[src/rtl/wordle_pkg.sv]
// Shared constants, cell layout and FSM state type for the Wordle row scorer.
package wordle_pkg;
    localparam logic [1:0] GREY   = 2'd0;
    localparam logic [1:0] YELLOW = 2'd1;
    localparam logic [1:0] GREEN  = 2'd2;
    localparam logic [1:0] RED    = 2'd3;

    localparam logic [4:0] LETTER_BLANK = 5'd26;
    localparam logic [4:0] LETTER_MAX   = 5'd25;
    localparam int NUM_COLS = 5;
    localparam int MAX_ROWS = 6;

    localparam int CELL_W     = 7;
    localparam int LETTER_LSB = 0;
    localparam int LETTER_W   = 5;
    localparam int COLOUR_LSB = 5;
    localparam int COLOUR_W   = 2;

    typedef enum logic [1:0] {
        ST_IDLE,
        ST_GREEN,
        ST_YELLOW,
        ST_DONE
    } state_t;
endpackage

[src/rtl/letter_match_finder.sv]
// Finds the lowest unused answer column holding the given letter.
module letter_match_finder
    import wordle_pkg::*;
(
    input  logic [4:0]  letter,
    input  logic [24:0] answer,
    input  logic [4:0]  used,
    output logic        found,
    output logic [2:0]  idx
);
    always_comb begin
        found = 1'b0;
        idx   = 3'd0;
        // Scan high to low so the lowest matching column is the last write.
        for (int j = NUM_COLS - 1; j >= 0; j--) begin
            if (!used[j] && answer[5*j +: 5] == letter) begin
                found = 1'b1;
                idx   = 3'(j);
            end
        end
    end
endmodule

[src/rtl/guess_evaluator.sv]
// Sequential Wordle row scorer: green pass then yellow pass, one column per clock.
// EVAL_RED_INVALID_EN: mark out-of-range letters red instead of zeroing the row.
module guess_evaluator #(
    parameter int NUM_COLS = 5,
    parameter int MAX_ROWS = 6
) (
    input  logic        clk,
    input  logic        rst_n,
    input  logic        start,
    input  logic        new_game,
    input  logic [34:0] guess,
    input  logic [24:0] answer,
    output logic [34:0] result,
    output logic        done,
    output logic        busy,
    output logic        invalid,
    output logic        win,
    output logic        game_over,
    output logic [2:0]  attempt
);
    import wordle_pkg::*;

    state_t                     state_q, state_d;
    logic [2:0]                 col_q, col_d;
    logic [NUM_COLS-1:0][4:0]   letters_q, letters_d;
    logic [NUM_COLS-1:0][4:0]   answer_q, answer_d;
    logic [NUM_COLS-1:0]        used_q, used_d;
    logic [NUM_COLS-1:0][1:0]   colour_q, colour_d;
    logic                       inv_q, inv_d;
    logic [34:0]                result_q, result_d;
    logic                       done_q, done_d;
    logic                       invalid_q, invalid_d;
    logic                       win_q, win_d;
    logic                       game_over_q, game_over_d;
    logic [2:0]                 attempt_q, attempt_d;

    logic                       m_found;
    logic [2:0]                 m_idx;
    logic                       all_green;
    logic [34:0]                row_result;
    logic [1:0]                 cell_colour;

    letter_match_finder u_match (
        .letter (letters_q[col_q]),
        .answer (answer_q),
        .used   (used_q),
        .found  (m_found),
        .idx    (m_idx)
    );

    always_comb begin
        all_green   = 1'b1;
        row_result  = '0;
        cell_colour = GREY;
        for (int c = 0; c < NUM_COLS; c++) begin
            if (colour_q[c] != GREEN) all_green = 1'b0;
            cell_colour = colour_q[c];
`ifdef EVAL_RED_INVALID_EN
            if (letters_q[c] > LETTER_MAX) cell_colour = RED;
`endif
            row_result[CELL_W*c +: CELL_W] = {cell_colour, letters_q[c]};
        end
`ifndef EVAL_RED_INVALID_EN
        if (inv_q) row_result = '0;
`endif
    end

    always_comb begin
        state_d     = state_q;
        col_d       = col_q;
        letters_d   = letters_q;
        answer_d    = answer_q;
        used_d      = used_q;
        colour_d    = colour_q;
        inv_d       = inv_q;
        result_d    = result_q;
        done_d      = 1'b0;
        invalid_d   = invalid_q;
        win_d       = win_q;
        game_over_d = game_over_q;
        attempt_d   = attempt_q;

        if (new_game) begin
            state_d     = ST_IDLE;
            result_d    = '0;
            invalid_d   = 1'b0;
            win_d       = 1'b0;
            game_over_d = 1'b0;
            attempt_d   = '0;
        end else begin
            case (state_q)
                ST_IDLE: begin
                    // done_q marks the trailing busy cycle; start is refused there too.
                    if (start && !done_q && !game_over_q) begin
                        for (int c = 0; c < NUM_COLS; c++)
                            letters_d[c] = guess[CELL_W*c + LETTER_LSB +: LETTER_W];
                        answer_d = answer;
                        used_d   = '0;
                        colour_d = '0;
                        inv_d    = 1'b0;
                        col_d    = '0;
                        state_d  = ST_GREEN;
                    end
                end
                ST_GREEN: begin
                    for (int c = 0; c < NUM_COLS; c++)
                        if (letters_q[c] > LETTER_MAX) inv_d = 1'b1;
                    if (letters_q[col_q] == answer_q[col_q]) begin
                        colour_d[col_q] = GREEN;
                        used_d[col_q]   = 1'b1;
                    end
                    if (col_q == 3'(NUM_COLS - 1)) begin
                        col_d   = '0;
                        state_d = ST_YELLOW;
                    end else begin
                        col_d = col_q + 3'd1;
                    end
                end
                ST_YELLOW: begin
                    if (colour_q[col_q] != GREEN && m_found) begin
                        colour_d[col_q] = YELLOW;
                        used_d[m_idx]   = 1'b1;
                    end
                    if (col_q == 3'(NUM_COLS - 1)) state_d = ST_DONE;
                    else                           col_d   = col_q + 3'd1;
                end
                ST_DONE: begin
                    done_d    = 1'b1;
                    result_d  = row_result;
                    invalid_d = inv_q;
                    if (!inv_q) begin
                        if (attempt_q < 3'(MAX_ROWS)) attempt_d = attempt_q + 3'd1;
                        win_d       = all_green;
                        game_over_d = all_green || (attempt_d == 3'(MAX_ROWS));
                    end
                    state_d = ST_IDLE;
                end
                default: state_d = ST_IDLE;
            endcase
        end
    end

    always_ff @(posedge clk or negedge rst_n) begin
        if (!rst_n) begin
            state_q     <= ST_IDLE;
            col_q       <= '0;
            letters_q   <= '0;
            answer_q    <= '0;
            used_q      <= '0;
            colour_q    <= '0;
            inv_q       <= 1'b0;
            result_q    <= '0;
            done_q      <= 1'b0;
            invalid_q   <= 1'b0;
            win_q       <= 1'b0;
            game_over_q <= 1'b0;
            attempt_q   <= '0;
        end else begin
            state_q     <= state_d;
            col_q       <= col_d;
            letters_q   <= letters_d;
            answer_q    <= answer_d;
            used_q      <= used_d;
            colour_q    <= colour_d;
            inv_q       <= inv_d;
            result_q    <= result_d;
            done_q      <= done_d;
            invalid_q   <= invalid_d;
            win_q       <= win_d;
            game_over_q <= game_over_d;
            attempt_q   <= attempt_d;
        end
    end

    assign result    = result_q;
    assign done      = done_q;
    assign busy      = (state_q != ST_IDLE) || done_q;
    assign invalid   = invalid_q;
    assign win       = win_q;
    assign game_over = game_over_q;
    assign attempt   = attempt_q;
endmodule

[config.mk]
export PLATFORM = sky130hd
export DESIGN_NAME = guess_evaluator
export DESIGN_NICKNAME = d
export VERILOG_FILES = /design/src/rtl/wordle_pkg.sv /design/src/rtl/letter_match_finder.sv /design/src/rtl/guess_evaluator.sv
export SDC_FILE = /design/constraint.sdc
export NUM_CORES = 1
export LEC_CHECK = 0
export BUFFER_PORTS_ARGS = -buffer_cell sky130_fd_sc_hd__buf_2
export CORE_ASPECT_RATIO = 1.4
export CORE_UTILIZATION = 49
export DETAILED_ROUTE_END_ITERATION = 7
export GPL_ROUTABILITY_DRIVEN = 0
export PLACE_DENSITY = 0.7
export SKIP_LAST_GASP = 1
export SLEW_MARGIN = 20
export SYNTH_ARGS = -nofsm -noshare
export SYNTH_HDL_FRONTEND = slang
export SYNTH_SLANG_ARGS = --single-unit
[constraint.sdc]
create_clock -name clk -period 6.7 [get_ports clk]
set_input_delay 0.67 -clock clk [delete_from_list [all_inputs] [get_ports clk]]
set_output_delay 0.67 -clock clk [all_outputs]
set_load 0.01 [all_outputs]
==> impl_metrics.tcl <==
set metrics [dict create \
    clk_path_buf_depth 2 \
    overflow 0 \
    drv_slew 0 \
    ant_nets 0 \
    fin_skew_ns 0.00522 \
    synth.avg_cell_area_sq_um 11.3 \
    clock-sinks 113 \
    die_h_microns 131 \
    dr.pass1.iters 5 \
    grt_pass1_vias 4466 \
    grt_max_degree 88 \
    portBuffers 96 \
    viasPerCell 5.90 \
    cts.htree.levels 4 \
    rsz0062_at_grt "no" \
    critPathMaxFanout 15 \
    clk_latency_ns 0.41 \
    cts_resized 0 \
    synth_fp_nets 589 \
    area_delta_synth_final_pct 19.2 \
    async_reset_ff_share_pct 100 \
    start_util_pct 51.0 \
    required_ns 6.97 \
    groute.usage.overall_pct 23.8 \
    io_pins 107 \
    syn_inst 518 \
    slowest_delay_ns 0.65 \
    antenna_found_initial 1 \
    stdcell_area_sq_um 7000 \
    end_kind "flop" \
    clkTransAtPathRegs_ns 0.06 \
    root_buffer "clkbuf_16" \
    maxCapViolations 0 \
    cts_tree "built" \
    cts_setup_buffers 0 \
    final_hold_viol_count 0 \
    synth_seq_area_share_pct 48.2 \
    ctsHoldBuffers 0 \
    tns_ns 0 \
    layout_setup_ws_ns 2.73 \
    worst_slew_pin_slew_ns 0.790 \
    synth.distinct_cells 67 \
    netlist_area_sq_um 5870 \
    first_iter_violations 331 \
    dieWidth_microns 94.5 \
    cts_buffers 17 \
    power.leakage_nw 3.19 \
    worst_ir_drop_vdd_v 0.000242 \
    relSlewSlack_pct 47.4 \
    crit_path_cell_trace "buf_4 -> nor3b_2 -> nand2_1 -> and2_1 -> xnor2_2 -> o41ai_2 -> or4_1 -> o21a_4 -> o221ai_1" \
    fmax_mhz 252 \
    std_cell_rows 46 \
    vias 4491 \
    hold_class "in -> async" \
    route.detailed.drc 0 \
    critical_path.slowest_cell "nor3b_2" \
    dp_hpwl_microns 9420 \
    wl_microns 13700 \
    setup_viol 0 \
    pre_cts_ws_ns 2.80 \
    outcome "completed" \
    synth_edf_count 0 \
    cp.arrival_ns 4.24 \
    yosys_warnings 0 \
    core_sq_um 11500 \
    synth_ff_type "dfrtp_1" \
    place_area_sq_um 6400 \
    final_nets 674 \
    min_period_over_period_pct 59.3 \
    drive_gt1_share_pct 34.1 \
    worst_setup_path_start_kind "flop" \
    dieArea_sq_um 12400 \
    power_density_nw_per_um2 453 \
    utilization_pct 60.8 \
    avgRoutedWirePerCell_microns 18.0 \
    path_class "reg -> reg" \
    ys_ff_latch 113 \
    fin_crit_ns 3.97 \
    grt_pass1_wl_microns 22700 \
]
[routing by layer]
| metal | vias up | GRT usage [%] | wire length [microns] |
|---|---|---|---|
| li1 | 2081 | - | - |
| met1 | 2224 | 30.4 | 5760 |
| met2 | 153 | 36.6 | 6750 |
| met3 | 33 | 5.67 | 691 |
| met4 | 0 | 13.0 | 519 |
| met5 | - | 0 | 0 |
[area by class of cell]
| type | count | area (sq um) |
|---|---|---|
| Clock inverter | 15 | 161 |
| Fill cell | 933 | 4520 |
| Inverter | 23 | 86.3 |
| Clock buffer | 17 | 425 |
| Tap cell | 144 | 180 |
| Timing Repair Buffer | 100 | 517 |
| Multi-Input combinational cell | 348 | 2800 |
| Antenna cell | 1 | 2.50 |
| Sequential cell | 113 | 2830 |
[cell usage after synthesis (all sizes together) (13+ instances only)]
| library cell | number | area share [%] |
|---|---|---|
| dfrtp | 113 | 48 |
| mux2 | 53 | 10 |
| a22o | 35 | 5.2 |
| a21oi | 28 | 2.4 |
| nor2 | 28 | 1.8 |
| nand2 | 25 | 1.6 |
| inv | 23 | 1.5 |
| buf | 17 | 1.9 |
| clkbuf | 17 | 1.1 |
| o211ai | 17 | 2.3 |
| xnor2 | 16 | 2.5 |
| mux2i | 13 | 2.2 |
[sequential cells by signal, indices dropped and copies added (netlist names), 2 cells and up]
name / flops
letters_q: 25
state_q: 2
result: 35
col_q: 3
attempt: 3
colour_q: 8
cell_colour: 2
used_q: 5
answer_q: 25
[metrics by stage]
stage	total power, mW	std cells	hold WS (ns)
finish	3.17	761	0.169
CTS	3.18	760	0.167
floorplan	1.99	518	0.374
detailed placement	2.27	728	0.488
global placement	2.23	728	0.483
global route	3.35	761	0.189
[worst max-delay path, delay by kind of cell, from the launching register on]
family | cells | cell delay [ns]
compound gates | 3 | 1.07
xor+xnor | 1 | 0.18
buf+inv | 1 | 0.31
flops | 1 | 0.55
simple gates | 4 | 1.71
[path summary, 6_finish.rpt]
check	endpoint	slack, ns	depth (start not counted)	from
min in group clk	answer_q[4]	0.48	2	answer[4]
worst max-delay path	colour_q[6]	2.73	9	col_q[1]
worst max register to register	colour_q[6]	2.73	9	col_q[1]
worst min register to register	result[12]	0.50	1	result[12]
max in group asynchronous	result[20]	5.43	2	rst_n
worst min-delay path	cell_colour[1]	0.17	1	rst_n
[report_power, final]
| part | switching, mW | leakage, nW | internal [mW] |
|---|---|---|---|
| combinational | 0.618 | 1.45 | 0.545 |
| sequential | 0.226 | 1.46 | 0.885 |
| clock | 0.343 | 0.282 | 0.551 |
[cell usage in the layout (no fill, tap or decap), types with 3 or more instances in the layout]
cell type / n
a21oi_1: 28
a22o_1: 35
a22oi_1: 6
a31oi_1: 3
and2_1: 3
and3b_1: 4
buf_2: 95
buf_4: 4
clkbuf_16: 17
clkinv_2: 3
clkinv_4: 4
clkinvlp_4: 3
dfrtp_1: 113
ha_1: 7
inv_1: 23
mux2_2: 53
mux2i_1: 13
mux4_2: 3
nand2_1: 24
nand2b_1: 7
nand3_1: 7
nand4b_1: 3
nor2_1: 25
nor2_2: 3
nor2b_1: 8
nor3_1: 8
o2111ai_1: 3
o211ai_1: 15
o21ai_0: 11
o221ai_1: 7
o221ai_2: 3
o22ai_1: 4
xnor2_1: 15
xor2_1: 8
[cell families after synthesis]
group,synth area share [%]
buf+inv,4.50
fa+ha+maj,1.49
xor+xnor,3.71
simple gates,10.8
mux,13.5
compound gates,17.8
flops,48.2
Note: power is estimated with default switching activity, not from simulation.
